## config.mk

```make
export PLATFORM = sky130hd
export DESIGN_NAME = fiber_mem_port_arbiter
export DESIGN_NICKNAME = d
export VERILOG_FILES = /design/src/rtl/fiber_mem_port_arbiter.sv
export SDC_FILE = /design/constraint.sdc
export NUM_CORES = 1
export LEC_CHECK = 0
export BUFFER_PORTS_ARGS = -buffer_cell sky130_fd_sc_hd__buf_4
export CAP_MARGIN = 10
export CORE_UTILIZATION = 41
export DETAILED_ROUTE_END_ITERATION = 10
export GPL_TIMING_DRIVEN = 0
export MAX_ROUTING_LAYER = met4
export PLACE_DENSITY = 0.76
export SETUP_SLACK_MARGIN = 0.15
export SYNTH_ARGS = -nofsm -noshare
export SYNTH_HDL_FRONTEND = slang
export SYNTH_SLANG_ARGS = --single-unit
```

## constraint.sdc

```tcl
create_clock -name i_clk -period 2.3 [get_ports i_clk]
set_input_delay 0.46 -clock i_clk [delete_from_list [all_inputs] [get_ports i_clk]]
set_output_delay 0.46 -clock i_clk [all_outputs]
set_load 0.005 [all_outputs]
```

## src/rtl/fiber_mem_port_arbiter.sv

```systemverilog
// -----------------------------------------------------------------------------
// fiber_mem_port_arbiter
//
// Shares one single-port SRAM macro (1-cycle registered read) between a write
// requester and a read requester. At most one memory op is issued per cycle,
// chosen round-robin or write-priority with a read anti-starvation limit.
// Read data comes back through a small response FIFO; a read is only granted
// while the FIFO is guaranteed to have room for its data (credit check), so
// downstream backpressure never causes an overflow.
//
// Ports
//   i_clk, i_rst          clock, asynchronous active-high reset
//   i_clk_en              global clock enable, 0 freezes all state
//   i_flush               synchronous clear of all state, no grant that cycle
//   i_tile_en             0 = idle, no grants
//   i_prio_mode           0 = round-robin, 1 = write-priority + starvation limit
//   i_wr_req_*            write request (valid/addr/data), o_wr_req_ready = grant
//   i_rd_req_*            read request (valid/addr), o_rd_req_ready = grant
//   o_rd_data*            read response FIFO head (data/valid), i_rd_data_ready pops
//   o_addr/data/wen/ren_to_mem  SRAM drive (combinational from the grant)
//   i_data_from_mem       SRAM read data, valid the cycle after o_ren_to_mem
//
// Arbiter history register r_last_grant
//   state   | meaning
//   SIDE_RD | last grant was a read (reset/flush value, next contended grant = write)
//   SIDE_WR | last grant was a write (next contended grant in round-robin = read)
// -----------------------------------------------------------------------------
module fiber_mem_port_arbiter #(
    parameter int ADDR_W       = 9,
    parameter int DATA_W       = 64,
    parameter int RESP_DEPTH   = 2,
    parameter int STARVE_LIMIT = 4
) (
    input  logic              i_clk,
    input  logic              i_rst,
    input  logic              i_clk_en,
    input  logic              i_flush,
    input  logic              i_tile_en,
    input  logic              i_prio_mode,

    input  logic              i_wr_req_valid,
    output logic              o_wr_req_ready,
    input  logic [ADDR_W-1:0] i_wr_req_addr,
    input  logic [DATA_W-1:0] i_wr_req_data,

    input  logic              i_rd_req_valid,
    output logic              o_rd_req_ready,
    input  logic [ADDR_W-1:0] i_rd_req_addr,

    output logic [DATA_W-1:0] o_rd_data,
    output logic              o_rd_data_valid,
    input  logic              i_rd_data_ready,

    output logic [ADDR_W-1:0] o_addr_to_mem,
    output logic [DATA_W-1:0] o_data_to_mem,
    output logic              o_wen_to_mem,
    output logic              o_ren_to_mem,
    input  logic [DATA_W-1:0] i_data_from_mem
);

    localparam int PTR_W = (RESP_DEPTH > 2) ? $clog2(RESP_DEPTH) : 1;
    localparam int CNT_W = $clog2(RESP_DEPTH + 1);
    localparam int OCC_W = CNT_W + 1;
    localparam int STV_W = (STARVE_LIMIT < 1) ? 1 : $clog2(STARVE_LIMIT + 1);

    typedef enum logic {
        SIDE_RD = 1'b0,
        SIDE_WR = 1'b1
    } side_e;

    side_e             r_last_grant;
    side_e             w_last_grant_nxt;
    logic [STV_W-1:0]  r_starve_cnt;
    logic [STV_W-1:0]  w_starve_cnt_nxt;
    logic              r_prio_q;
    logic              r_inflight;

    logic [DATA_W-1:0] r_fifo_mem [RESP_DEPTH];
    logic [PTR_W-1:0]  r_rd_ptr;
    logic [PTR_W-1:0]  r_wr_ptr;
    logic [CNT_W-1:0]  r_fifo_cnt;

    logic              w_en;
    logic [OCC_W-1:0]  w_occupancy;
    logic              w_rd_credit;
    logic              w_rd_elig;
    logic              w_wr_elig;
    logic              w_grant_wr;
    logic              w_grant_rd;
    logic              w_push;
    logic              w_pop;
    logic              w_prio_changed;

    function automatic logic [PTR_W-1:0] ptr_inc(input logic [PTR_W-1:0] p);
        return (p == PTR_W'(RESP_DEPTH - 1)) ? '0 : p + 1'b1;
    endfunction

    // Reset is folded into the enable so the combinational outputs are 0
    // the moment reset asserts, not just after the next edge.
    assign w_en = i_clk_en & i_tile_en & ~i_flush & ~i_rst;

    // Credit uses registered state only: the slot for a read is reserved at
    // grant time (inflight) and released only when the FIFO entry is popped.
    assign w_occupancy = {1'b0, r_fifo_cnt} + OCC_W'(r_inflight);
    assign w_rd_credit = w_occupancy < OCC_W'(RESP_DEPTH);
    assign w_rd_elig   = i_rd_req_valid & w_rd_credit;
    assign w_wr_elig   = i_wr_req_valid;

    assign w_prio_changed = (i_prio_mode != r_prio_q);

    always_comb begin
        w_grant_wr = 1'b0;
        w_grant_rd = 1'b0;
        if (w_en) begin
            if (w_wr_elig && w_rd_elig) begin
                if (i_prio_mode) begin
                    if (r_starve_cnt == STV_W'(STARVE_LIMIT)) begin
                        w_grant_rd = 1'b1;
                    end else begin
                        w_grant_wr = 1'b1;
                    end
                end else if (r_last_grant == SIDE_WR) begin
                    w_grant_rd = 1'b1;
                end else begin
                    w_grant_wr = 1'b1;
                end
            end else if (w_wr_elig) begin
                w_grant_wr = 1'b1;
            end else if (w_rd_elig) begin
                w_grant_rd = 1'b1;
            end
        end
    end

    always_comb begin
        w_last_grant_nxt = r_last_grant;
        if (w_grant_wr) begin
            w_last_grant_nxt = SIDE_WR;
        end else if (w_grant_rd) begin
            w_last_grant_nxt = SIDE_RD;
        end
    end

    // Counts cycles where a willing, credit-ready read lost to a write.
    always_comb begin
        w_starve_cnt_nxt = r_starve_cnt;
        if (w_grant_rd || w_prio_changed) begin
            w_starve_cnt_nxt = '0;
        end else if (w_rd_elig && w_grant_wr &&
                     (r_starve_cnt != STV_W'(STARVE_LIMIT))) begin
            w_starve_cnt_nxt = r_starve_cnt + 1'b1;
        end
    end

    assign w_push = r_inflight;
    assign w_pop  = o_rd_data_valid & i_rd_data_ready;

    always_ff @(posedge i_clk or posedge i_rst) begin
        if (i_rst) begin
            r_last_grant <= SIDE_RD;
            r_starve_cnt <= '0;
            r_prio_q     <= 1'b0;
            r_inflight   <= 1'b0;
            r_rd_ptr     <= '0;
            r_wr_ptr     <= '0;
            r_fifo_cnt   <= '0;
        end else if (i_clk_en) begin
            r_prio_q <= i_prio_mode;
            if (i_flush) begin
                r_last_grant <= SIDE_RD;
                r_starve_cnt <= '0;
                r_inflight   <= 1'b0;
                r_rd_ptr     <= '0;
                r_wr_ptr     <= '0;
                r_fifo_cnt   <= '0;
            end else begin
                r_last_grant <= w_last_grant_nxt;
                r_starve_cnt <= w_starve_cnt_nxt;
                r_inflight   <= w_grant_rd;
                if (w_push) begin
                    r_wr_ptr <= ptr_inc(r_wr_ptr);
                end
                if (w_pop) begin
                    r_rd_ptr <= ptr_inc(r_rd_ptr);
                end
                r_fifo_cnt <= r_fifo_cnt + CNT_W'(w_push) - CNT_W'(w_pop);
            end
        end
    end

    // Storage needs no reset: its contents are only visible through a valid
    // entry, and the output is forced to 0 when the FIFO is empty.
    always_ff @(posedge i_clk) begin
        if (i_clk_en && !i_flush && !i_rst && w_push) begin
            r_fifo_mem[r_wr_ptr] <= i_data_from_mem;
        end
    end

    assign o_rd_data_valid = (r_fifo_cnt != '0);
    assign o_rd_data       = o_rd_data_valid ? r_fifo_mem[r_rd_ptr] : '0;

    assign o_wr_req_ready = w_grant_wr;
    assign o_rd_req_ready = w_grant_rd;

    always_comb begin
        o_wen_to_mem  = 1'b0;
        o_ren_to_mem  = 1'b0;
        o_addr_to_mem = '0;
        o_data_to_mem = '0;
        if (w_grant_wr) begin
            o_wen_to_mem  = 1'b1;
            o_addr_to_mem = i_wr_req_addr;
            o_data_to_mem = i_wr_req_data;
        end else if (w_grant_rd) begin
            o_ren_to_mem  = 1'b1;
            o_addr_to_mem = i_rd_req_addr;
        end
    end

endmodule

```

==> metrics.txt, run 1 <==
share of the synthesized netlist area taken by xor and xnor gates=0.2911%; Final Hold Fails=0; last weighted congestion value of the routability-driven placer=0.9293; Pins Over Slew Limit=0; launch instance of the worst register-to-register path=r_fifo_cnt[1]; fin crit share=104.8%; H-tree lvl count=4; share of synthesized cell area in and, or, nand and nor gates=13.47%; flip-flop and latch count after synthesis=138; Die Span Y=123.2 µm; number of fill cells=916; initial drt markers=176; Skew-Pair Late Insertion Delay=420 ps; clock tree from TritonCTS=yes; Wirelength per Cell=18.78 µm; share of synthesized area spent on multiplexers=11.19%; kind of start point of the critical path=flop; result of the run=finished, violations left; minimum clock period after layout=2410 ps; count of antenna diodes in the layout=0; effective utilization at floorplan=42.69%; post-synthesis compound-gate area fraction=3.181%; Top Ports=297; kind of capture point of the worst setup path=primary output; maximum count of clock buffers along a single path=2; HP Class=primary input to async pin; footprint of the multi-input gates=2158 µm²; Post-Syn Area per Cell=14.13 µm²; minimum setup slack in the final design=-110.2 ps; number of routed nets with antenna violations=0; Finish-stage setup viols=68; Yosys cell types=36; number of sinks on the clock net=138; core region area=14,100 µm²; data arrival time of the critical path=1950 ps; relative area change from synthesis to final layout=68.56%; GRT Overall Usage=22.66%; routed wire length=17,940 µm; Non-Filler Cell Area, Final=10,140 µm²; r2r setup slk=340 ps; number of remaining DRC errors=0; end of the worst register-to-register path=r_fifo_cnt[1]; total negative slack for setup checks=-4112 ps; most area-hungry cell type in the Yosys netlist=edfxtp_1; combined area of all synthesized cells=6018 µm²; clock slew seen by the registers of the worst setup and hold paths=60 ps; final hold slack=47.53 ps; final net count=921; Die W=123.2 µm; violations in the final reports=setup timing; main combinational cell family by area after synthesis=simple AND/OR/NAND/NOR gates; Cell Pwr Density=932.0 nW/µm²; CTS hold repair buffers=0; vias per cell=4.942; # rows=43; FF/Latch Area=4095 µm²; largest net degree at the start of global routing=65; Required @ worst endpoint=1840 ps; antenna violations before repair=0; Fmax achieved=414.9 MHz; cells after synthesis=426; leakage power total=0.004241 µW; total via count after detailed routing=4,720; top cells by area in the synthesized netlist=edfxtp_1 64%, mux2i_1 11%, and2_1 6.7%; Placed Cells=904; detailed-router iteration count before antenna repair=4; clk root buf=clkbuf_16; Layout Skew=16.60 ps; count of max-cap constraint violations=0; max-slew headroom at the worst pin=72.51%; class of the most critical setup path=flop to primary output; placed wire-length estimate after detailed placement=12,290 µm; net count after synthesis=585; area fraction of the dominant cell type after synthesis=63.87%; Yosys warning count=0; VDD IR max=0.7008 mV; cell count of the worst reg-to-reg path=10; DP Area=8531 µm²; Non-Filler Instances=955; Post-Synth Adder-Cell Area=0.8316%; sequential area share after synthesis=68.02%; Crit Path Max Fanout=5; wire length of the first global-routing pass=24,400 µm; setup repair after global routing missed its margin=yes; fraction of final layout cells with drive strength greater than 1=59.23%; PortBufs=296; number of global-route vias before repair=4,797; DIE AREA=15,170 µm²; grt ovf=0; Slew @ Worst Pin=411.9 ps; Inserted Clock Buffers=17
==> area by class of cell <==
type / count / area share, %
Sequential cell: 138 / 40.37
Timing Repair Buffer: 317 / 26.67
Multi-Input combinational cell: 250 / 21.28
Clock buffer: 17 / 4.193
Buffer: 26 / 3.256
Tap cell: 180 / 2.220
Clock inverter: 15 / 1.529
Inverter: 12 / 0.4933
==> stage by stage <==
stage               total power (µW)  utilization, %  worst slack, ps
floorplan                       4143               -            257.0
detailed placement              5488           60.52           -139.3
global route                    9873           71.97           -167.4
global placement                5466           60.07           -382.2
CTS                             8359           67.72           -103.0
finish                          9455           71.97           -110.2
==> cells in the final DEF, fill, tap and decap left out, types with 4 or more instances in the layout <==
master and n:
clkbuf_16 19, and2_4 23, buf_4 249, inv_1 9, buf_12 8, dfrtp_1 9, a22o_1 8, mux2i_2 8
buf_6 75, nor2_1 36, mux2i_1 56, edfxtp_1 128, inv_8 4, nor2_4 31, inv_6 4, and2_1 41
==> critical path: stages, from the launching register on <==
cell	delay, ps
dfrtp_1	360
inv_2	60
ha_4	170
nand3_4	60
and3_4	200
nor2_4	40
buf_6	120
buf_6	130
a22o_4	260
buf_6	110
==> Yosys cell counts (all sizes together) <==
cell,instances
a2111oi,1
a211oi,1
a21o,1
a21oi,2
a22o,10
a31o,1
a31oi,1
and2,64
and3,4
and4b,1
and4bb,1
buf,19
clkbuf,7
dfrtp,10
edfxtp,128
ha,4
inv,12
mux2,2
mux2i,65
nand2,4
nand2b,1
nand3,2
nand3b,1
nand4,1
nor2,68
nor2b,3
nor3b,2
o21ai,5
o22ai,3
xnor2,1
xor2,1
==> report_power, final <==
group / switching [µW] / internal [µW]
registers: 40.6 / 2780
clock network: 1110 / 1530
logic: 1760 / 2240
total: 2910 / 6550
==> worst max path at each step <==
stage                             end       startpoint  slack (ps)
detailed placement  o_data_to_mem[34]          i_flush        -140
finish               o_addr_to_mem[8]  r_starve_cnt[0]        -110
floorplan            r_fifo_mem[0][0]          i_flush         260
global placement    r_fifo_mem[1][28]          i_flush        -380
global route        o_data_to_mem[23]  r_starve_cnt[0]        -170
CTS                  o_addr_to_mem[8]  r_starve_cnt[1]        -100
==> registers in the layout, summed over array words and instances, names as in the netlist <==
| register | flops |
|---|---|
| r_wr_ptr | 1 |
| r_starve_cnt | 3 |
| r_inflight | 1 |
| r_fifo_cnt | 2 |
| r_fifo_mem | 128 |
| r_prio_q | 1 |
| r_last_grant | 1 |
| r_rd_ptr | 1 |
==> layer usage <==
layer / vias to the layer above / part of all wire [%] / track usage, % / wire length, µm
met2: 214 / 54 / 40.22 / 9661
met4: 0 / 3.3 / 10.32 / 594
li1: 2199 / - / - / -
met1: 2272 / 34 / 22.48 / 6106
met3: 35 / 8.8 / 7.288 / 1576
met5: - / 0 / - / 0
==> kinds of logic after synthesis <==
family | count (synthesis)
buf+inv | 38
fa+ha+maj | 4
simple gates | 152
compound gates | 25
xor+xnor | 2
mux | 67
flops | 138
==> timing repair <==
action                                  4_1_cts  5_1_grt
cloned                                        3        2
endpoints found under the setup margin      142      127
gates resized for setup                     110      134
pin swaps                                    25        8
setup buffers                                 8        6
Note: power is estimated with default switching activity, not from simulation.
==> run 2: changes to the inputs <==
--- a/config.mk
+++ b/config.mk
@@ -5,13 +5,12 @@
 export SDC_FILE = /design/constraint.sdc
 export NUM_CORES = 1
 export LEC_CHECK = 0
-export BUFFER_PORTS_ARGS = -buffer_cell sky130_fd_sc_hd__buf_4
 export CAP_MARGIN = 10
 export CORE_UTILIZATION = 41
 export DETAILED_ROUTE_END_ITERATION = 10
+export DONT_BUFFER_PORTS = 1
 export GPL_TIMING_DRIVEN = 0
 export MAX_ROUTING_LAYER = met4
-export PLACE_DENSITY = 0.76
 export SETUP_SLACK_MARGIN = 0.15
 export SYNTH_ARGS = -nofsm -noshare
 export SYNTH_HDL_FRONTEND = slang
==> run 2 against run 1 <==
  * The run still ends with setup timing left
  * Clock power down 2%
  * Core utilization decreased by 19 points
  * Hold slack improved by 81 ps
  * Combinational power fell by 53%
  * Setup slack improved by 92 ps
  * Sequential share of layout area is 15 points higher
  * Flip-flop and latch count unchanged
  * Wire length up 2.3%
  * Largest power group is now registers
  * Cell count down 30%
  * Non-clock buffer count fell by 296
==> metrics.txt, run 2 (synthesis gave the netlist of run 1 again) <==
number of global-route vias before repair=3,669 (was 4,797); largest registers=r_fifo_mem: 128 flops, r_starve_cnt: 3 flops, r_fifo_cnt: 2 flops (unchanged); HP Class=primary input to flop (was primary input to async pin); antenna violations before repair=5 (was 0); total via count after detailed routing=3,629 (was 4,720); result of the run=finished, violations left (unchanged); Die W=123.2 µm (unchanged); H-tree lvl count=4 (unchanged); commonest cells after routing, fill and taps aside=128 x edfxtp_1, 65 x nor2_1, 65 x mux2i_1, 54 x and2_4 (was 249 x buf_4, 128 x edfxtp_1, 75 x buf_6, 56 x mux2i_1, 41 x and2_1); Final Hold Fails=0 (unchanged); number of sinks on the clock net=138 (unchanged); last weighted congestion value of the routability-driven placer=1.006 (was 0.9293); GRT Overall Usage=24.74% (was 22.66%); Top Ports=297 (unchanged); vias per cell=5.465 (was 4.942); final net count=625 (was 921); launch instance of the worst register-to-register path=r_starve_cnt[0] (was r_fifo_cnt[1]); maximum count of clock buffers along a single path=2 (unchanged); number of routed nets with antenna violations=0 (unchanged); minimum setup slack in the final design=-18.38 ps (was -110.2 ps); register ranked first by flip-flop count=r_fifo_mem (unchanged); kind of capture point of the worst setup path=primary output (unchanged); most common cell after layout, fill and taps aside=edfxtp_1 (was buf_4); routed wire length=18,350 µm (was 17,940 µm); Pins Over Slew Limit=0 (unchanged); clock tree from TritonCTS=yes (unchanged); # rows=43 (unchanged); Crit Path Max Fanout=8 (was 5); data arrival time of the critical path=1860 ps (was 1950 ps); total negative slack for setup checks=-176.7 ps (was -4112 ps); cell count of the worst reg-to-reg path=9 (was 10); number of remaining DRC errors=0 (unchanged); core region area=14,100 µm² (unchanged); initial drt markers=167 (was 176); Cell Pwr Density=982.9 nW/µm² (was 932.0 nW/µm²); DIE AREA=15,170 µm² (unchanged); worst path bufs/invs=3 (was 4); placed wire-length estimate after detailed placement=13,280 µm (was 12,290 µm); leakage power total=0.002679 µW (was 0.004241 µW); Non-Filler Instances=664 (was 955); largest delay contributor family on the critical path=buffers and inverters (unchanged); fraction of final layout cells with drive strength greater than 1=31.52% (was 59.23%); Wirelength per Cell=27.63 µm (was 18.78 µm); Finish-stage setup viols=23 (was 68); final hold slack=128.1 ps (was 47.53 ps); wire length of the first global-routing pass=24,230 µm (was 24,400 µm); Placed Cells=608 (was 904); hold worst-path end=r_fifo_cnt[1]; worst hold path depth=1; Inserted Clock Buffers=17 (unchanged); source of the critical timing path=r_starve_cnt[0] (unchanged); VDD IR max=0.6601 mV (was 0.7008 mV); PortBufs=0 (was 296); Largest register FFs=128 (unchanged); worst slack at placement=32.24 ps (was -139.3 ps); max-slew headroom at the worst pin=70.29% (was 72.51%); hold path startpoint=i_flush; minimum clock period after layout=2318 ps (was 2410 ps); kind of start point of the critical path=flop (unchanged); relative area change from synthesis to final layout=22.99% (was 68.56%); effective utilization at floorplan=42.69% (unchanged); class of the most critical setup path=flop to primary output (unchanged); Worst path slowest cell=dfrtp_1 (unchanged); Die Span Y=123.2 µm (unchanged); detailed-router iteration count before antenna repair=4 (unchanged); fin crit share=100.8% (was 104.8%); CP peak stage delay=360 ps (about the same); grt ovf=0 (unchanged); Skew-Pair Late Insertion Delay=420 ps (about the same); setup repair after global routing missed its margin=yes (unchanged); clk root buf=clkbuf_16 (unchanged); violations in the final reports=setup timing (unchanged); Layout Skew=7.755 ps (was 16.60 ps); count of max-cap constraint violations=0 (unchanged); Required @ worst endpoint=1840 ps (about the same); Slew @ Worst Pin=445.2 ps (was 411.9 ps); end of the worst register-to-register path=r_starve_cnt[0] (was r_fifo_cnt[1]); largest net degree at the start of global routing=40 (was 65); Fmax achieved=431.3 MHz (was 414.9 MHz); Critical Path, Cell by Cell=inv_2 -> ha_4 -> nand3_4 -> nand2_4 -> a31oi_4 -> buf_8 -> buf_6 -> and2_4 (was inv_2 -> ha_4 -> nand3_4 -> and3_4 -> nor2_4 -> buf_6 -> buf_6 -> a22o_4 -> buf_6); r2r setup slk=420 ps (was 340 ps); clock slew seen by the registers of the worst setup and hold paths=60 ps (about the same)
## run 2: through the flow
stage	total power [µW]	instance area, µm²	util (%)
after floorplan	4143	6021	-
after global placement	4545	6246	44.31
after detailed placement	4560	6294	44.65
after CTS	7257	7227	51.27
after global routing	7596	7402	52.51
final	7276	7402	52.51
## run 2: timing repair
action,4_1_cts,5_1_grt
pin swaps,11,42
setup endpoints to repair,132,131
hold buffers,1,0
setup buffers,9,3
gates cloned,1,5
hold endpoints to repair,10,0
gates resized for setup,103,40
## run 2: worst max-delay path by stage
| stage | endpoint | slack [ps] | cells after the start |
|---|---|---|---|
| 2_1_floorplan | r_fifo_mem[0][0] | 260 | 2 |
| 3_3_place_gp | r_fifo_mem[0][40] | -240 | 2 |
| 3_5_place_dp | o_data_to_mem[23] | 30 | 6 |
| 4_1_cts | o_data_to_mem[15] | -7 | 8 |
| 5_1_grt | o_data_to_mem[23] | -90 | 8 |
| 6_report | o_data_to_mem[23] | -20 | 8 |
## run 2: power by group
group	switching, µW	total [µW]	internal [µW]
registers	33.0	2810	2780
clock network	995	2580	1580
logic	1120	1880	761
## run 2: per-layer routing
metal	vias up	global-route usage, %	part of all wire [%]	wire length, µm
met5	-	-	0	0
met4	0	13.86	2.7	495
met3	27	10.84	10	1875
met2	212	40.85	53	9807
met1	1788	24.26	34	6169
li1	1602	-	-	-
## run 2: final cells by class
type,instances,area [µm²]
tap,180,225.2
antenna,5,12.51
sequential,138,4094
multi-input combinational,250,1984
inverter,12,45.04
clock buffer,19,432.9
buffer,26,264.0
timing repair buffer,21,215.2
fill,1182,6694
clock inverter,13,128.9
==> run 3: changes to the inputs <==
--- a/config.mk
+++ b/config.mk
@@ -12,6 +12,7 @@
 export GPL_TIMING_DRIVEN = 0
 export MAX_ROUTING_LAYER = met4
 export SETUP_SLACK_MARGIN = 0.15
+export SKIP_LAST_GASP = 1
 export SYNTH_ARGS = -nofsm -noshare
 export SYNTH_HDL_FRONTEND = slang
 export SYNTH_SLANG_ARGS = --single-unit
==> run 3 against run 2 <==
  * The run now ends clean
  * Critical path type unchanged
  * First-iteration DRC count increased by 6.0%
  * Hold slack got worse by 0.65 ps
  * Combinational power about the same
  * Core utilization decreased by 0.26 points
  * Sequential power about the same
  * Critical path depth unchanged
  * Global-route usage decreased by 0.052 points
  * Non-clock buffer count decreased by 2
  * Critical endpoint unchanged
==> metrics.txt, run 3 (synthesis gave the netlist of run 1 again) <==
Layout Skew=9.041 ps (was 7.755 ps); register ranked first by flip-flop count=r_fifo_mem (unchanged); initial drt markers=177 (was 167); largest delay contributor family on the critical path=buffers and inverters (unchanged); data arrival time of the critical path=1840 ps (was 1860 ps); maximum count of clock buffers along a single path=2 (unchanged); final hold slack=127.4 ps (was 128.1 ps); total via count after detailed routing=3,625 (was 3,629); Fmax achieved=434.9 MHz (was 431.3 MHz); PortBufs=0 (unchanged); Skew-Pair Late Insertion Delay=420 ps (about the same); DIE AREA=15,170 µm² (unchanged); CP peak stage delay=360 ps (about the same); core region area=14,100 µm² (unchanged); Critical Path Most Common Cell=buf_6; wire length of the first global-routing pass=24,170 µm (was 24,230 µm); clock slew seen by the registers of the worst setup and hold paths=60 ps (about the same); H-tree lvl count=4 (unchanged); fraction of final layout cells with drive strength greater than 1=31.66% (was 31.52%); Pins Over Slew Limit=0 (unchanged); Non-Filler Cell Area, Final=7366 µm² (was 7402 µm²); last weighted congestion value of the routability-driven placer=1.006 (unchanged); fraction of power spent switching nets=29.55% (was 29.57%); end of the worst register-to-register path=r_fifo_cnt[1] (was r_starve_cnt[0]); count of cell instances traversed by the critical path=8 (unchanged); Die Span Y=123.2 µm (unchanged); most common cell after layout, fill and taps aside=edfxtp_1 (unchanged); DP Area=6294 µm² (unchanged); count of max-cap constraint violations=0 (unchanged); largest registers=r_fifo_mem: 128 flops, r_starve_cnt: 3 flops, r_fifo_cnt: 2 flops (unchanged); Crit Path Max Fanout=10 (was 8); max-slew headroom at the worst pin=70.36% (was 70.29%); number of sinks on the clock net=138 (unchanged); r2r setup slk=440 ps (was 420 ps); largest net degree at the start of global routing=40 (unchanged); number of fill cells=1,190 (was 1,182); vias per cell=5.501 (was 5.465); number of remaining DRC errors=0 (unchanged); portion of total power attributed to sequential cells=38.7% (about the same); Top Ports=297 (unchanged); source of the critical timing path=r_starve_cnt[0] (unchanged); launch instance of the worst register-to-register path=r_fifo_cnt[1] (was r_starve_cnt[0]); Sw Pwr=2149 µW (was 2151 µW); kind of capture point of the worst setup path=primary output (unchanged); Non-Filler Instances=659 (was 664); GRT Overall Usage=24.69% (was 24.74%); detailed-router iteration count before antenna repair=4 (unchanged); placed wire-length estimate after detailed placement=13,280 µm (unchanged); relative area change from synthesis to final layout=22.39% (was 22.99%); Die W=123.2 µm (unchanged); clock tree from TritonCTS=yes (unchanged); Cell Pwr Density=987.3 nW/µm² (was 982.9 nW/µm²); class of the most critical setup path=flop to primary output (unchanged); share of total power in combinational logic=25.9% (about the same); Placed Cells=608 (unchanged); Required @ worst endpoint=1840 ps (about the same); worst path bufs/invs=3 (unchanged); Slew @ Worst Pin=444.1 ps (was 445.2 ps); clk root buf=clkbuf_16 (unchanged); minimum clock period after layout=2299 ps (was 2318 ps); internal cell power=5123 µW (was 5124 µW); cell count of the worst reg-to-reg path=9 (unchanged); Inserted Clock Buffers=17 (unchanged); VDD IR max=0.6600 mV (was 0.6601 mV); Worst path slowest cell=dfrtp_1 (unchanged); leakage power total=0.002666 µW (was 0.002679 µW); share of total power in the clock network=35.4% (about the same); number of global-route vias before repair=3,665 (was 3,669); routed wire length=18,260 µm (was 18,350 µm); Critical Path, Cell by Cell=inv_2 -> ha_4 -> nand3_4 -> nand2_4 -> a31oi_4 -> buf_6 -> buf_6 -> and2_4 (was inv_2 -> ha_4 -> nand3_4 -> nand2_4 -> a31oi_4 -> buf_8 -> buf_6 -> and2_4); grt ovf=0 (unchanged); result of the run=completed (was finished, violations left); Largest register FFs=128 (unchanged); commonest cells after routing, fill and taps aside=128 x edfxtp_1, 65 x nor2_1, 65 x mux2i_1, 56 x and2_4, 17 x clkbuf_16 (was 128 x edfxtp_1, 65 x nor2_1, 65 x mux2i_1, 54 x and2_4); Wirelength per Cell=27.71 µm (was 27.63 µm); effective utilization at floorplan=42.69% (unchanged); total negative slack for setup checks=0 ps (was -176.7 ps); number of routed nets with antenna violations=0 (unchanged); Critical Path End=o_data_to_mem[23] (unchanged); kind of start point of the critical path=flop (unchanged); # rows=43 (unchanged); HP Class=primary input to flop (unchanged); fin crit share=99.98% (was 100.8%); final net count=623 (was 625); antenna violations before repair=2 (was 5); Finish-stage setup viols=0 (was 23); Final Hold Fails=0 (unchanged); hold path startpoint=i_flush (unchanged); setup repair after global routing missed its margin=yes (unchanged)
[run 3: per-layer routing]
metal,GRT usage [%],up-vias,wire (µm)
li1,-,1594,-
met1,24.50,1798,6181
met3,10.29,29,1835
met4,13.63,0,521
met5,-,-,0
met2,40.92,204,9725
[run 3: worst min-delay path by stage]
stage | endpoint | slack [ps] | cells after the start
CTS | r_fifo_cnt[1] | 110 | 1
detailed placement | r_starve_cnt[0] | 380 | 1
global route | r_fifo_cnt[1] | 110 | 1
global placement | r_wr_ptr | 360 | 1
floorplan | r_fifo_cnt[0] | 300 | 1
finish | r_fifo_cnt[1] | 130 | 1
[run 3: power by group through the flow]
stage | registers [µW] | logic, µW | clock network, µW
after global routing | 2820 | 2060 | 2720
final | 2810 | 1880 | 2580
after detailed placement | 2860 | 1700 | 0
after floorplan | 2850 | 1290 | 0
after CTS | 2810 | 1820 | 2620
after global placement | 2860 | 1690 | 0
[run 3: metrics by stage]
stage	worst slack, ps	util, %	power (µW)
after global routing	-77.97	52.25	7595
after global placement	-235.8	44.31	4545
final	0.5747	52.25	7273
after floorplan	257.0	-	4143
after CTS	-6.792	51.18	7250
after detailed placement	32.24	44.65	4560
[run 3: timing repair]
action / in CTS / in global routing
cloned: 1 / 3
pin swaps: 11 / 22
setup buffers: 9 / 3
resized for setup: 98 / 42
setup endpoints to repair: 132 / 136
hold buffers: 1 / 0
endpoints found under the hold margin: 10 / 0
[run 3: cell type report]
type / count / area, µm² / share of cell area (%)
inverter: 12 / 45.04 / 0.6115
clock buffer: 19 / 432.9 / 5.877
antenna: 2 / 5.005 / 0.06795
clock inverter: 13 / 128.9 / 1.750
buffer: 26 / 256.5 / 3.482
multi-input combinational: 250 / 1989 / 27.01
sequential: 138 / 4094 / 55.58
timing repair buffer: 19 / 188.9 / 2.565
tap: 180 / 225.2 / 3.058
